## config.mk

```make
export PLATFORM = sky130hd
export DESIGN_NAME = mio_ram_arb
export DESIGN_NICKNAME = d
export VERILOG_FILES = /design/src/rtl/mio_arb_pkg.sv /design/src/rtl/mio_arb_pick.sv /design/src/rtl/mio_ram_arb.sv
export SDC_FILE = /design/constraint.sdc
export NUM_CORES = 1
export LEC_CHECK = 0
export BUFFER_PORTS_ARGS = -buffer_cell sky130_fd_sc_hd__buf_2
export CAP_MARGIN = 20
export CORE_MARGIN = 2
export CORE_UTILIZATION = 45
export CTS_CLUSTER_SIZE = 16
export DETAILED_ROUTE_END_ITERATION = 8
export PLACE_DENSITY_LB_ADDON = 0.3
export SLEW_MARGIN = 20
export SYNTH_ARGS = -nofsm -noshare
export SYNTH_HDL_FRONTEND = slang
export SYNTH_SLANG_ARGS = --single-unit
```

## constraint.sdc

```tcl
create_clock -name clk -period 3.77 [get_ports clk]
set_clock_uncertainty 0.2 [all_clocks]
set_input_delay 1.131 -clock clk [delete_from_list [all_inputs] [get_ports clk]]
set_output_delay 1.131 -clock clk [all_outputs]
set_load 0.05 [all_outputs]
```

## src/rtl/mio_arb_pkg.sv

```systemverilog
// Shared types and constants for the mio_bus scratch-RAM arbiter.
// The tie-break policy is selected by MIO_ARB_ROUND_ROBIN_EN.
// With the macro defined, ties alternate between ports.
// With it undefined, port 0 always wins a tie.
package mio_arb_pkg;

  localparam int ADDR_W_DEF = 6;
  localparam int DATA_W_DEF = 32;

  localparam logic PORT0 = 1'b0;
  localparam logic PORT1 = 1'b1;

  typedef enum logic [1:0] {
    IDLE   = 2'd0,
    ACCESS = 2'd1,
    RESP   = 2'd2
  } state_e;

endpackage

```

## src/rtl/mio_arb_pick.sv

```systemverilog
// Combinational winner select for the two-port RAM arbiter.
// This module holds only the arbitration policy, so the policy can be
// swapped or tested without touching the sequencer.
// MIO_ARB_ROUND_ROBIN_EN: defined = round robin on ties (uses i_last_grant);
// undefined = fixed priority with port 0 winning ties, and no i_last_grant port.
module mio_arb_pick
  import mio_arb_pkg::*;
(
  input  logic i_req0,
  input  logic i_req1,
`ifdef MIO_ARB_ROUND_ROBIN_EN
  input  logic i_last_grant,
`endif
  output logic o_gnt_id,
  output logic o_any_req
);

  // Pick the winning port from the live requests.
  always_comb begin
    // NOTE: every output gets a default first, so no path can leave it unassigned and infer a latch.
    o_gnt_id  = PORT0;
    o_any_req = i_req0 | i_req1;
`ifdef MIO_ARB_ROUND_ROBIN_EN
    if (i_req0 && i_req1) begin
      o_gnt_id = ~i_last_grant;
    end else if (i_req1) begin
      o_gnt_id = PORT1;
    end
`else
    if (i_req1 && !i_req0) begin
      o_gnt_id = PORT1;
    end
`endif
  end

endmodule

```

## src/rtl/mio_ram_arb.sv

```systemverilog
// Two-requester arbiter and sequencer for the single-port mio_ram.
// Port 0 is the CPU data path. Port 1 is a secondary master.
// Each transaction runs IDLE -> ACCESS -> RESP, and its ack follows in the next cycle.
// MIO_ARB_ROUND_ROBIN_EN: defined = round-robin tie-break through r_last_grant;
// undefined = fixed priority to port 0, and r_last_grant does not exist.
module mio_ram_arb
  import mio_arb_pkg::*;
#(
  parameter int ADDR_W = ADDR_W_DEF,
  parameter int DATA_W = DATA_W_DEF
) (
  input  logic              clk,
  input  logic              rst,
  input  logic              req0,
  input  logic              we0,
  input  logic [ADDR_W-1:0] addr0,
  input  logic [DATA_W-1:0] wdata0,
  output logic              ack0,
  output logic [DATA_W-1:0] rdata0,
  input  logic              req1,
  input  logic              we1,
  input  logic [ADDR_W-1:0] addr1,
  input  logic [DATA_W-1:0] wdata1,
  output logic              ack1,
  output logic [DATA_W-1:0] rdata1,
  output logic              ram_we,
  output logic [ADDR_W-1:0] ram_a,
  output logic [DATA_W-1:0] ram_d,
  input  logic [DATA_W-1:0] ram_q,
  output logic              busy
);

  state_e r_state;
  logic   r_gnt_id;
  logic   w_gnt_id;
  logic   w_any_req;

`ifdef MIO_ARB_ROUND_ROBIN_EN
  logic   r_last_grant;
`endif

  mio_arb_pick u_pick (
    .i_req0       (req0),
    .i_req1       (req1),
`ifdef MIO_ARB_ROUND_ROBIN_EN
    .i_last_grant (r_last_grant),
`endif
    .o_gnt_id     (w_gnt_id),
    .o_any_req    (w_any_req)
  );

  // Sequencer FSM: all RAM controls, acks and read data are registered here.
  // IDLE arbitrates on the live requests. A requester that sees its ack must
  // update or drop its fields in that same cycle.
  always_ff @(posedge clk) begin
    // NOTE: state is updated with non-blocking assignments, so every branch reads the pre-edge values.
    if (rst) begin
      r_state  <= IDLE;
      r_gnt_id <= PORT0;
      ack0     <= 1'b0;
      ack1     <= 1'b0;
      rdata0   <= '0;
      rdata1   <= '0;
      ram_we   <= 1'b0;
      ram_a    <= '0;
      ram_d    <= '0;
      busy     <= 1'b0;
    end else begin
      ack0   <= 1'b0;
      ack1   <= 1'b0;
      ram_we <= 1'b0;
      unique case (r_state)
        IDLE: begin
          if (w_any_req) begin
            r_gnt_id <= w_gnt_id;
            ram_a    <= (w_gnt_id == PORT1) ? addr1  : addr0;
            ram_d    <= (w_gnt_id == PORT1) ? wdata1 : wdata0;
            ram_we   <= (w_gnt_id == PORT1) ? we1    : we0;
            r_state  <= ACCESS;
            busy     <= 1'b1;
          end
        end
        ACCESS: begin
          r_state <= RESP;
        end
        RESP: begin
          if (r_gnt_id == PORT1) begin
            rdata1 <= ram_q;
            ack1   <= 1'b1;
          end else begin
            rdata0 <= ram_q;
            ack0   <= 1'b1;
          end
          r_state <= IDLE;
          busy    <= 1'b0;
        end
        default: begin
          r_state <= IDLE;
          busy    <= 1'b0;
        end
      endcase
    end
  end

`ifdef MIO_ARB_ROUND_ROBIN_EN
  // Remember the last served port. It starts at port 1, so port 0 wins the first tie.
  always_ff @(posedge clk) begin
    if (rst) begin
      r_last_grant <= PORT1;
    end else if (r_state == RESP) begin
      r_last_grant <= r_gnt_id;
    end
  end
`endif

endmodule

```

==> run summary, run 1 <==
## Outcome
- result of the run: complete, no violations

## Drt
- total number of vias: 4319
- via count normalized by instance count: 5.11
- remaining number of nets flagged by the antenna check after routing: 0
- DRC violations left: 0
- Iter 0 DRT Violations: 148
- Routed WL per cell: 14.2 um
- router iterations before antenna repair: 4
- Detailed Route WL: 12.0 mm

## CTS
- Inserted Clock Buffers: 9
- clock sink count: 109
- # hold bufs at CTS: 0
- number of gates resized after CTS: 0
- setup repair bufs after CTS: 0
- level count of the clock H-tree: 3
- Max clock buf depth: 2
- CTS Root Cell: sky130_fd_sc_hd__clkbuf_8
- TritonCTS clock tree: yes
- insertion delay to the later sink of the worst-skew pair: 0.34 ns
- Clock Pin Slew Worst Setup and Hold Paths: 0.09 ns

## Finish
- filler cell count: 856
- sequential standard cell area: 2180 sq um
- antenna diode instance count: 0
- layout cell share with drive strength beyond 1: 37.2%
- layout overhead on the synthesized area: 31.3%
- number of nets in the finished design: 826
- multi-input logic area: 1880 sq um
- post-layout instance area: 5610 sq um

## Placed design
- post-detailed-placement half-perimeter wirelength: 8.24 mm
- area of placed instances: 5410 sq um
- RePlAce Congestion: 0.805
- IO buf count: 219

## Critical path
- required time worst endpoint: 3.83 ns
- critical path startpoint: req1
- slowest cell delay on critical path: 0.62 ns
- ordered list of cells on the worst path: buf_2 -> nor2b_2 -> buf_4 -> nand2_1 -> a311oi_2
- depth of the critical timing path with buffers and inverters included: 5
- number of buffer and inverter instances along the worst setup path: 2
- Critical Path Source Type: primary input
- depth of the worst register-to-register path: 4
- startpoint-to-endpoint class of the critical path: primary input to register
- reg-to-reg endpoint: ram_a[1]$_SDFFE_PP0P_
- Setup crit end: ram_a[1]$_SDFFE_PP0P_
- maximum fanout along the worst path: 20
- r2r startpoint: r_state[1]$_SDFFE_PP0P_
- Critical-path top delay cell: sky130_fd_sc_hd__nor2b_2
- worst setup slack for register-to-register paths: 1.75 ns
- CP endpoint kind: register
- data arrival time of the critical path: 2.62 ns
- family with the most delay on the worst path: simple AND/OR/NAND/NOR gates

## STA
- Setup TNS: 0 ns
- min cycle time layout: 2.56 ns
- Slew @ Worst Pin: 0.732 ns
- headroom to the max-slew limit: 51.0%
- unrepaired setup endpoints after global routing: no
- number of pins with negative max-slew slack in the final report: 0
- final-layout worst hold slack: 0.258 ns
- total of endpoints with negative setup slack in the final report: 0
- number of endpoints with negative hold slack in the final report: 0
- share of the clock period used by the worst path: 67.9%
- fmax: 0.391 GHz

## Logic synthesis
- count of distinct cell types in the synthesized netlist: 24
- Synth Net Count: 634
- portion of the post-synthesis area used by sequential elements: 51.0%
- register bit total from synthesis: 109
- average footprint of a synthesized cell: 8.22 sq um
- Post-Syn Instances: 520
- post-synth design cell area: 4280 sq um
- count of warnings emitted by yosys: 0

## Die
- starting density of the core: 46.3%
- num rows: 35
- die area: 10300 sq um
- number of primary I/O pins: 220
- height of the die: 101 um
- Die Span X: 101 um
- floorplan core area: 9240 sq um

## Run
- total of max-cap violations: 0

## GRT
- initial antenna violation count: 0
- via count of the first global-routing pass: 4013
- total overflow reported by the global router: 0
- pin count of the biggest net entering global routing: 110
- global-route usage over all layers: 22.5%
- first-pass GRT wire length: 18.7 mm

## Hold path
- path category of the worst min-delay check: register to register
- worst hold stages: 2

## Power and ir drop
- power density relative to cell area: 458 nW/um^2
- Max IR drop VDD: 234 uV
- standby leakage power: 2.53 nW

[cell usage after synthesis]
library cell / n / area share, %
sky130_fd_sc_hd__a311oi_2: 20 / 7.0
sky130_fd_sc_hd__a211oi_1: 1 / 0.18
sky130_fd_sc_hd__buf_6: 3 / 0.79
sky130_fd_sc_hd__buf_2: 19 / 2.2
sky130_fd_sc_hd__nand2_1: 205 / 18
sky130_fd_sc_hd__nor3b_2: 1 / 0.29
sky130_fd_sc_hd__a311oi_1: 18 / 3.7
sky130_fd_sc_hd__and2_4: 1 / 0.20
sky130_fd_sc_hd__or2_0: 1 / 0.15
sky130_fd_sc_hd__nor2_1: 3 / 0.26
sky130_fd_sc_hd__nor3_1: 1 / 0.12
sky130_fd_sc_hd__nand3b_1: 1 / 0.18
sky130_fd_sc_hd__or3b_1: 1 / 0.20
sky130_fd_sc_hd__nor2b_1: 1 / 0.15
sky130_fd_sc_hd__dfxtp_1: 109 / 51
sky130_fd_sc_hd__a21oi_1: 104 / 12
sky130_fd_sc_hd__buf_1: 3 / 0.26
sky130_fd_sc_hd__and3b_1: 1 / 0.20
sky130_fd_sc_hd__nor3b_1: 1 / 0.18
sky130_fd_sc_hd__mux2i_1: 1 / 0.23
sky130_fd_sc_hd__buf_4: 1 / 0.18
sky130_fd_sc_hd__clkbuf_1: 21 / 1.8
sky130_fd_sc_hd__nor2_2: 1 / 0.15
sky130_fd_sc_hd__nand2b_1: 2 / 0.29
[worst min-delay path by stage]
stage | start | slack, ns | to
after floorplan | r_state[1]$_SDFFE_PP0P_ | 0.29 | r_state[1]$_SDFFE_PP0P_
after global placement | rdata0[31]$_SDFFE_PP0P_ | 0.24 | rdata0[31]$_SDFFE_PP0P_
after detailed placement | rdata1[0]$_SDFFE_PP0P_ | 0.24 | rdata1[0]$_SDFFE_PP0P_
after CTS | rdata1[0]$_SDFFE_PP0P_ | 0.26 | rdata1[0]$_SDFFE_PP0P_
after global routing | rdata1[0]$_SDFFE_PP0P_ | 0.28 | rdata1[0]$_SDFFE_PP0P_
final | rdata0[0]$_SDFFE_PP0P_ | 0.26 | rdata0[0]$_SDFFE_PP0P_
[layout by cell type, fill, tap and decap left out, types with 2 or more instances in the layout]
master,count
sky130_fd_sc_hd__a21oi_1,104
sky130_fd_sc_hd__a311oi_1,18
sky130_fd_sc_hd__a311oi_2,20
sky130_fd_sc_hd__buf_2,218
sky130_fd_sc_hd__buf_4,8
sky130_fd_sc_hd__clkbuf_8,10
sky130_fd_sc_hd__clkinv_4,2
sky130_fd_sc_hd__dfxtp_1,109
sky130_fd_sc_hd__inv_6,2
sky130_fd_sc_hd__nand2_1,205
sky130_fd_sc_hd__nand2b_1,2
sky130_fd_sc_hd__nor2_1,3
[layer usage]
| metal | routed length [um] | vias up | share of wire (%) | global-route usage (%) |
|---|---|---|---|---|
| met5 | 0 | - | 0 | 0 |
| met4 | 154 | 0 | 1.3 | 6.24 |
| met3 | 926 | 15 | 7.7 | 6.28 |
| met2 | 5930 | 187 | 49 | 39.2 |
| met1 | 5000 | 1971 | 42 | 27.2 |
| li1 | - | 2146 | - | - |
[per-stage QoR]
| step | cells | power [W] | setup slack [ns] | util [%] |
|---|---|---|---|---|
| 3_3_place_gp | 829 | 0.00186 | 0.950 | 58.3 |
| 2_1_floorplan | 520 | 0.00170 | 1.44 | - |
| 6_report | 846 | 0.00257 | 1.21 | 60.7 |
| 5_1_grt | 846 | 0.00268 | 1.07 | 60.7 |
| 3_5_place_dp | 830 | 0.00187 | 0.823 | 58.5 |
| 4_1_cts | 846 | 0.00259 | 1.20 | 60.7 |
[sequential cells by signal (all words and copies together), names as in the netlist]
name	cells
ram_we	1
rdata0	32
busy	1
r_gnt_id	1
ack1	1
ack0	1
rdata1	32
ram_d	32
r_state	2
ram_a	6
[cells by family after synthesis]
kind of cell,after synthesis,synth area share (%)
buffers and inverters,47,5.30
flip-flops,109,51.0
multiplexers,1,0.234
AND/OR/NAND/NOR,220,20.4
AO/OA/AOI/OAI,143,23.1
[area by class of cell]
class	count	area share [%]
clock buffer	11	2.52
clock inverter	5	1.16
multi-input combinational	364	33.4
sequential	109	38.9
tap	129	2.88
timing repair buffer	228	21.1
[tightest hold or removal path, delay by kind of cell (launching register included)]
kind,cells,cell delay (ns)
compound gates,1,0.05
simple gates,1,0.05
flops,1,0.32
[report_power, final]
group          internal [W]  switching (W)
clock network      0.000334       0.000393
logic              0.000168       0.000420
registers           0.00122      0.0000391
Power figures use the tool's default switching activity.
==> run 2: changes to the inputs <==
--- a/config.mk
+++ b/config.mk
@@ -8,7 +8,7 @@
 export BUFFER_PORTS_ARGS = -buffer_cell sky130_fd_sc_hd__buf_2
 export CAP_MARGIN = 20
 export CORE_MARGIN = 2
-export CORE_UTILIZATION = 45
+export CORE_UTILIZATION = 41
 export CTS_CLUSTER_SIZE = 16
 export DETAILED_ROUTE_END_ITERATION = 8
 export PLACE_DENSITY_LB_ADDON = 0.3
==> constraint.sdc (replaced) <==
create_clock -name clk -period 2.19 [get_ports clk]
set_clock_uncertainty 0.2 [all_clocks]
set_input_delay 0.657 -clock clk [delete_from_list [all_inputs] [get_ports clk]]
set_output_delay 0.657 -clock clk [all_outputs]
set_load 0.05 [all_outputs]
==> run summary, run 2 (synthesis gave the netlist of run 1 again) <==
## Finish
- most common cell after layout, fill and taps aside: sky130_fd_sc_hd__buf_2, unchanged
- layout overhead on the synthesized area: 32.6%, was 31.3%
- antenna diode instance count: 0, unchanged
- layout cell share with drive strength beyond 1: 37.6%, was 37.2%
- leading registers by flop count: ram_d (32), rdata0 (32), rdata1 (32), unchanged
- post-layout instance area: 5670 sq um, was 5610 sq um
- number of nets in the finished design: 828, was 826
- commonest non-fill, non-tap cells in the layout: sky130_fd_sc_hd__buf_2, sky130_fd_sc_hd__nand2_1, sky130_fd_sc_hd__dfxtp_1, unchanged

## Die
- starting density of the core: 41.8%, was 46.3%
- die area: 11300 sq um, was 10300 sq um
- height of the die: 106 um, was 101 um
- Die Span X: 106 um, was 101 um
- number of primary I/O pins: 220, unchanged
- floorplan core area: 10200 sq um, was 9240 sq um
- num rows: 37, was 35

## Critical path
- maximum fanout along the worst path: 2, was 20
- depth of the critical timing path with buffers and inverters included: 1, was 5
- depth of the worst register-to-register path: 4, unchanged
- number of buffer and inverter instances along the worst setup path: 1, was 2
- Setup crit end: ram_d[10], was ram_a[1]$_SDFFE_PP0P_
- CP endpoint kind: primary output, was register
- Critical-path top delay cell: sky130_fd_sc_hd__dfxtp_1, was sky130_fd_sc_hd__nor2b_2
- family with the most delay on the worst path: flip-flops, was simple AND/OR/NAND/NOR gates
- r2r startpoint: r_state[1]$_SDFFE_PP0P_, unchanged
- data arrival time of the critical path: 1.03 ns, was 2.62 ns
- critical path startpoint: ram_d[10]$_SDFFE_PP0P_, was req1
- startpoint-to-endpoint class of the critical path: register to primary output, was primary input to register
- worst setup slack for register-to-register paths: 0.61 ns, was 1.75 ns
- ordered list of cells on the worst path: buf_2, was buf_2 -> nor2b_2 -> buf_4 -> nand2_1 -> a311oi_2
- reg-to-reg endpoint: rdata0[12]$_SDFFE_PP0P_, was ram_a[1]$_SDFFE_PP0P_
- Critical Path Source Type: register, was primary input
- slowest cell delay on critical path: 0.39 ns, was 0.62 ns
- required time worst endpoint: 1.33 ns, was 3.83 ns

## Power and ir drop
- standby leakage power: 2.55 nW, was 2.53 nW
- power density relative to cell area: 785 nW/um^2, was 458 nW/um^2
- Max IR drop VDD: 393 uV, was 234 uV
- Final Power: 0.00445 W, was 0.00257 W

## STA
- unrepaired setup endpoints after global routing: no, unchanged
- min cycle time layout: 1.89 ns
- Setup TNS: 0 ns, unchanged
- number of endpoints with negative hold slack in the final report: 0, unchanged
- number of pins with negative max-slew slack in the final report: 0, unchanged
- headroom to the max-slew limit: 65.6%, was 51.0%
- total of endpoints with negative setup slack in the final report: 0, unchanged
- Slew @ Worst Pin: 0.515 ns, was 0.732 ns
- fmax: 0.530 GHz
- final-layout worst hold slack: 0.255 ns, was 0.258 ns
- share of the clock period used by the worst path: 86.1%

## Placed design
- post-detailed-placement half-perimeter wirelength: 8.34 mm, was 8.24 mm
- IO buf count: 219, unchanged
- RePlAce Congestion: 0.782, was 0.805
- area of placed instances: 5460 sq um, was 5410 sq um

## Hold path
- path category of the worst min-delay check: register to register, unchanged

## GRT
- GRT busiest layer: met2, unchanged
- pin count of the biggest net entering global routing: 58, was 110
- met2 track demand over resource: 34.5%, was 39.2%
- total overflow reported by the global router: 0, unchanged
- first-pass GRT wire length: 19.0 mm, was 18.7 mm
- initial antenna violation count: 0, unchanged
- global-route usage over all layers: 20.7%, was 22.5%
- met3 demand-to-capacity share in global routing: 3.92%, was 6.28%
- met1 capacity usage during global routing: 27.0%, was 27.2%
- via count of the first global-routing pass: 4007, was 4013

## CTS
- Clock Pin Slew Worst Setup and Hold Paths: 0.10 ns, was 0.09 ns
- TritonCTS clock tree: yes, unchanged
- setup repair bufs after CTS: 0, unchanged
- Inserted Clock Buffers: 9, unchanged
- CTS Root Cell: sky130_fd_sc_hd__clkbuf_8, unchanged
- level count of the clock H-tree: 3, unchanged
- number of gates resized after CTS: 0, unchanged
- clock sink count: 109, unchanged
- # hold bufs at CTS: 0, unchanged
- Max clock buf depth: 2, unchanged
- insertion delay to the later sink of the worst-skew pair: 0.36 ns, was 0.34 ns

## Drt
- total number of vias: 4315, was 4319
- Routed WL per cell: 13.9 um, was 14.2 um
- Iter 0 DRT Violations: 247, was 148
- router iterations before antenna repair: 5, was 4
- DRC violations left: 0, unchanged
- via count normalized by instance count: 5.05, was 5.11
- Detailed Route WL: 11.9 mm, was 12.0 mm
- remaining number of nets flagged by the antenna check after routing: 0, unchanged

## Outcome
- result of the run: complete, no violations, unchanged

## Run
- total of max-cap violations: 0, unchanged

-- run 2: through the flow --
step	instances	worst slack, ns	utilization, %
after floorplan	520	0.330	-
after global placement	839	0.277	53.4
after detailed placement	839	0.160	53.4
after CTS	855	0.292	55.4
after global routing	855	0.269	55.4
final	855	0.305	55.4
-- run 2: routing by layer --
layer  part of all wire (%)  vias to the layer above  routed length, um
li1                       -                     2149                  -
met1                     43                     1965               5090
met2                     49                      191               5790
met3                    7.8                       10                928
met4                   0.96                        0                114
met5                      0                        -                  0
-- run 2: worst min path at each step --
stage,start,endpoint,slack [ns],cells past startpoint
6_report,rdata0[14]$_SDFFE_PP0P_,rdata0[14]$_SDFFE_PP0P_,0.26,2
5_1_grt,rdata1[15]$_SDFFE_PP0P_,rdata1[15]$_SDFFE_PP0P_,0.28,2
4_1_cts,rdata1[2]$_SDFFE_PP0P_,rdata1[2]$_SDFFE_PP0P_,0.26,2
3_5_place_dp,rdata1[2]$_SDFFE_PP0P_,rdata1[2]$_SDFFE_PP0P_,0.24,2
3_3_place_gp,rdata1[28]$_SDFFE_PP0P_,rdata1[28]$_SDFFE_PP0P_,0.24,2
2_1_floorplan,r_state[1]$_SDFFE_PP0P_,r_state[1]$_SDFFE_PP0P_,0.29,1
-- run 2: cell type report --
type / instances / area (sq um)
Sequential cell: 109 / 2180
Clock buffer: 9 / 124
Clock inverter: 7 / 82.6
Multi-Input combinational cell: 364 / 1880
Tap cell: 136 / 170
Timing Repair Buffer: 230 / 1230
Fill cell: 949 / 4560
-- run 2: power by group --
part,internal (W),switching [W],total [W]
registers,0.00210,0.0000684,0.00217
clock network,0.000547,0.000712,0.00126
logic,0.000300,0.000724,0.00102
total,0.00294,0.00150,0.00445
==> run 3: changes to the inputs <==
--- a/config.mk
+++ b/config.mk
@@ -8,7 +8,7 @@
 export BUFFER_PORTS_ARGS = -buffer_cell sky130_fd_sc_hd__buf_2
 export CAP_MARGIN = 20
 export CORE_MARGIN = 2
-export CORE_UTILIZATION = 41
+export CORE_UTILIZATION = 45
 export CTS_CLUSTER_SIZE = 16
 export DETAILED_ROUTE_END_ITERATION = 8
 export PLACE_DENSITY_LB_ADDON = 0.3
==> constraint.sdc (replaced) <==
create_clock -name clk -period 2.1 [get_ports clk]
set_clock_uncertainty 0.2 [all_clocks]
set_input_delay 0.63 -clock clk [delete_from_list [all_inputs] [get_ports clk]]
set_output_delay 0.63 -clock clk [all_outputs]
set_load 0.05 [all_outputs]
==> run summary, run 3 (synthesis gave the netlist of run 1 again) <==
## STA
- share of the clock period used by the worst path: 87.6%
- fmax: 0.543 GHz
- Setup TNS: 0 ns, unchanged
- number of pins with negative max-slew slack in the final report: 0, unchanged
- unrepaired setup endpoints after global routing: no, unchanged
- least setup slack across all paths after layout: 0.259 ns, was 0.305 ns
- total of endpoints with negative setup slack in the final report: 0, unchanged
- final-layout worst hold slack: 0.255 ns, about the same
- headroom to the max-slew limit: 64.7%, was 65.6%
- number of endpoints with negative hold slack in the final report: 0, unchanged
- min cycle time layout: 1.84 ns
- Slew @ Worst Pin: 0.529 ns, was 0.515 ns

## Critical path
- number of buffer and inverter instances along the worst setup path: 1, unchanged
- worst setup slack for register-to-register paths: 0.45 ns, was 0.61 ns
- required time worst endpoint: 1.27 ns, was 1.33 ns
- maximum fanout along the worst path: 2, unchanged
- Critical-path top delay cell: sky130_fd_sc_hd__dfxtp_1, unchanged
- family with the most delay on the worst path: flip-flops, unchanged
- data arrival time of the critical path: 1.01 ns, was 1.03 ns
- CP endpoint kind: primary output, unchanged
- ordered list of cells on the worst path: buf_2, unchanged
- Critical Path Source Type: register, unchanged
- slowest cell delay on critical path: 0.38 ns, was 0.39 ns
- startpoint-to-endpoint class of the critical path: register to primary output, unchanged

## Die
- Die Span X: 101 um, was 106 um
- number of primary I/O pins: 220, unchanged
- floorplan core area: 9240 sq um, was 10200 sq um
- starting density of the core: 46.3%, was 41.8%
- die area: 10300 sq um, was 11300 sq um
- num rows: 35, was 37
- height of the die: 101 um, was 106 um

## Finish
- layout cell share with drive strength beyond 1: 37.7%, was 37.6%
- most common cell after layout, fill and taps aside: sky130_fd_sc_hd__buf_2, unchanged
- layout overhead on the synthesized area: 32.3%, was 32.6%
- post-layout instance area: 5660 sq um, was 5670 sq um
- number of nets in the finished design: 830, was 828
- leading registers by flop count: ram_d (32), rdata0 (32), rdata1 (32), unchanged
- commonest non-fill, non-tap cells in the layout: sky130_fd_sc_hd__buf_2, sky130_fd_sc_hd__nand2_1, sky130_fd_sc_hd__dfxtp_1, unchanged
- antenna diode instance count: 0, unchanged

## Drt
- Iter 0 DRT Violations: 110, was 247
- total number of vias: 4397, was 4315
- remaining number of nets flagged by the antenna check after routing: 0, unchanged
- Routed WL per cell: 14.0 um, was 13.9 um
- DRC violations left: 0, unchanged
- Detailed Route WL: 11.9 mm, about the same
- via count normalized by instance count: 5.17, was 5.05
- router iterations before antenna repair: 4, was 5

## CTS
- number of gates resized after CTS: 0, unchanged
- CTS Root Cell: sky130_fd_sc_hd__clkbuf_8, unchanged
- clock sink count: 109, unchanged
- Inserted Clock Buffers: 9, unchanged
- TritonCTS clock tree: yes, unchanged
- Max clock buf depth: 2, unchanged
- Clock Pin Slew Worst Setup and Hold Paths: 0.10 ns, about the same
- setup repair bufs after CTS: 0, unchanged
- # hold bufs at CTS: 0, unchanged
- insertion delay to the later sink of the worst-skew pair: 0.34 ns, was 0.36 ns
- level count of the clock H-tree: 3, unchanged

## Placed design
- IO buf count: 219, unchanged
- RePlAce Congestion: 0.798, was 0.782
- post-detailed-placement half-perimeter wirelength: 8.38 mm, was 8.34 mm
- pre-CTS WS: 0.150 ns, was 0.160 ns
- area of placed instances: 5450 sq um, was 5460 sq um

## GRT
- pin count of the biggest net entering global routing: 44, was 58
- via count of the first global-routing pass: 4113, was 4007
- total overflow reported by the global router: 0, unchanged
- first-pass GRT wire length: 18.6 mm, was 19.0 mm
- global-route usage over all layers: 22.4%, was 20.7%
- initial antenna violation count: 0, unchanged

## Run
- total of max-cap violations: 0, unchanged

## Hold path
- path category of the worst min-delay check: register to register, unchanged

## Power and ir drop
- Max IR drop VDD: 432 uV, was 393 uV
- standby leakage power: 2.55 nW, about the same
- power density relative to cell area: 818 nW/um^2, was 785 nW/um^2
- Final Power: 0.00463 W, was 0.00445 W

## Outcome
- result of the run: complete, no violations, unchanged

==> run 3: changes by cell type in the layout (fill, tap and decap cells not counted) <==
cell and change:
sky130_fd_sc_hd__clkinv_4 -1, sky130_fd_sc_hd__clkbuf_8 +1, sky130_fd_sc_hd__nor2_2 +1, sky130_fd_sc_hd__inv_8 -1
sky130_fd_sc_hd__clkinv_2 +1, sky130_fd_sc_hd__nor2_4 -1, sky130_fd_sc_hd__buf_12 -1, sky130_fd_sc_hd__buf_4 +3
==> run 3: report_power, final <==
part | switching, W | total [W] | internal (W)
sequential | 0.0000689 | 0.00226 | 0.00219
clock | 0.000709 | 0.00130 | 0.000592
combinational | 0.000760 | 0.00107 | 0.000312
==> run 3: path summary, 6_finish.rpt <==
check                          start                 endpoint  cells after the start
max           ram_d[24]$_SDFFE_PP0P_                ram_d[24]                      1
min          rdata0[28]$_SDFFE_PP0P_  rdata0[28]$_SDFFE_PP0P_                      2
max reg2reg  r_state[1]$_SDFFE_PP0P_   ram_d[29]$_SDFFE_PP0P_                      3
min reg2reg  rdata0[28]$_SDFFE_PP0P_  rdata0[28]$_SDFFE_PP0P_                      2
==> run 3: cell type report <==
cell class              count  area, sq um
fillers                   816         3580
clock inverters             6         67.6
flip-flops and latches    109         2180
well taps                 129          161
clock buffers              10          138
repair buffers            232         1230
multi-input cells         364         1880
==> run 3: layer usage <==
| metal | GRT usage, % | wire length (um) | vias up |
|---|---|---|---|
| li1 | - | - | 2152 |
| met1 | 27.2 | 5040 | 2016 |
| met2 | 38.5 | 5710 | 204 |
| met3 | 4.90 | 891 | 25 |
| met4 | 8.73 | 254 | 0 |
| met5 | 0 | 0 | - |
==> run 3: metrics by stage <==
| step | cells | util, % |
|---|---|---|
| 2_1_floorplan | 520 | - |
| 3_3_place_gp | 834 | 59.0 |
| 3_5_place_dp | 834 | 59.0 |
| 4_1_cts | 850 | 61.2 |
| 5_1_grt | 850 | 61.2 |
| 6_report | 850 | 61.2 |
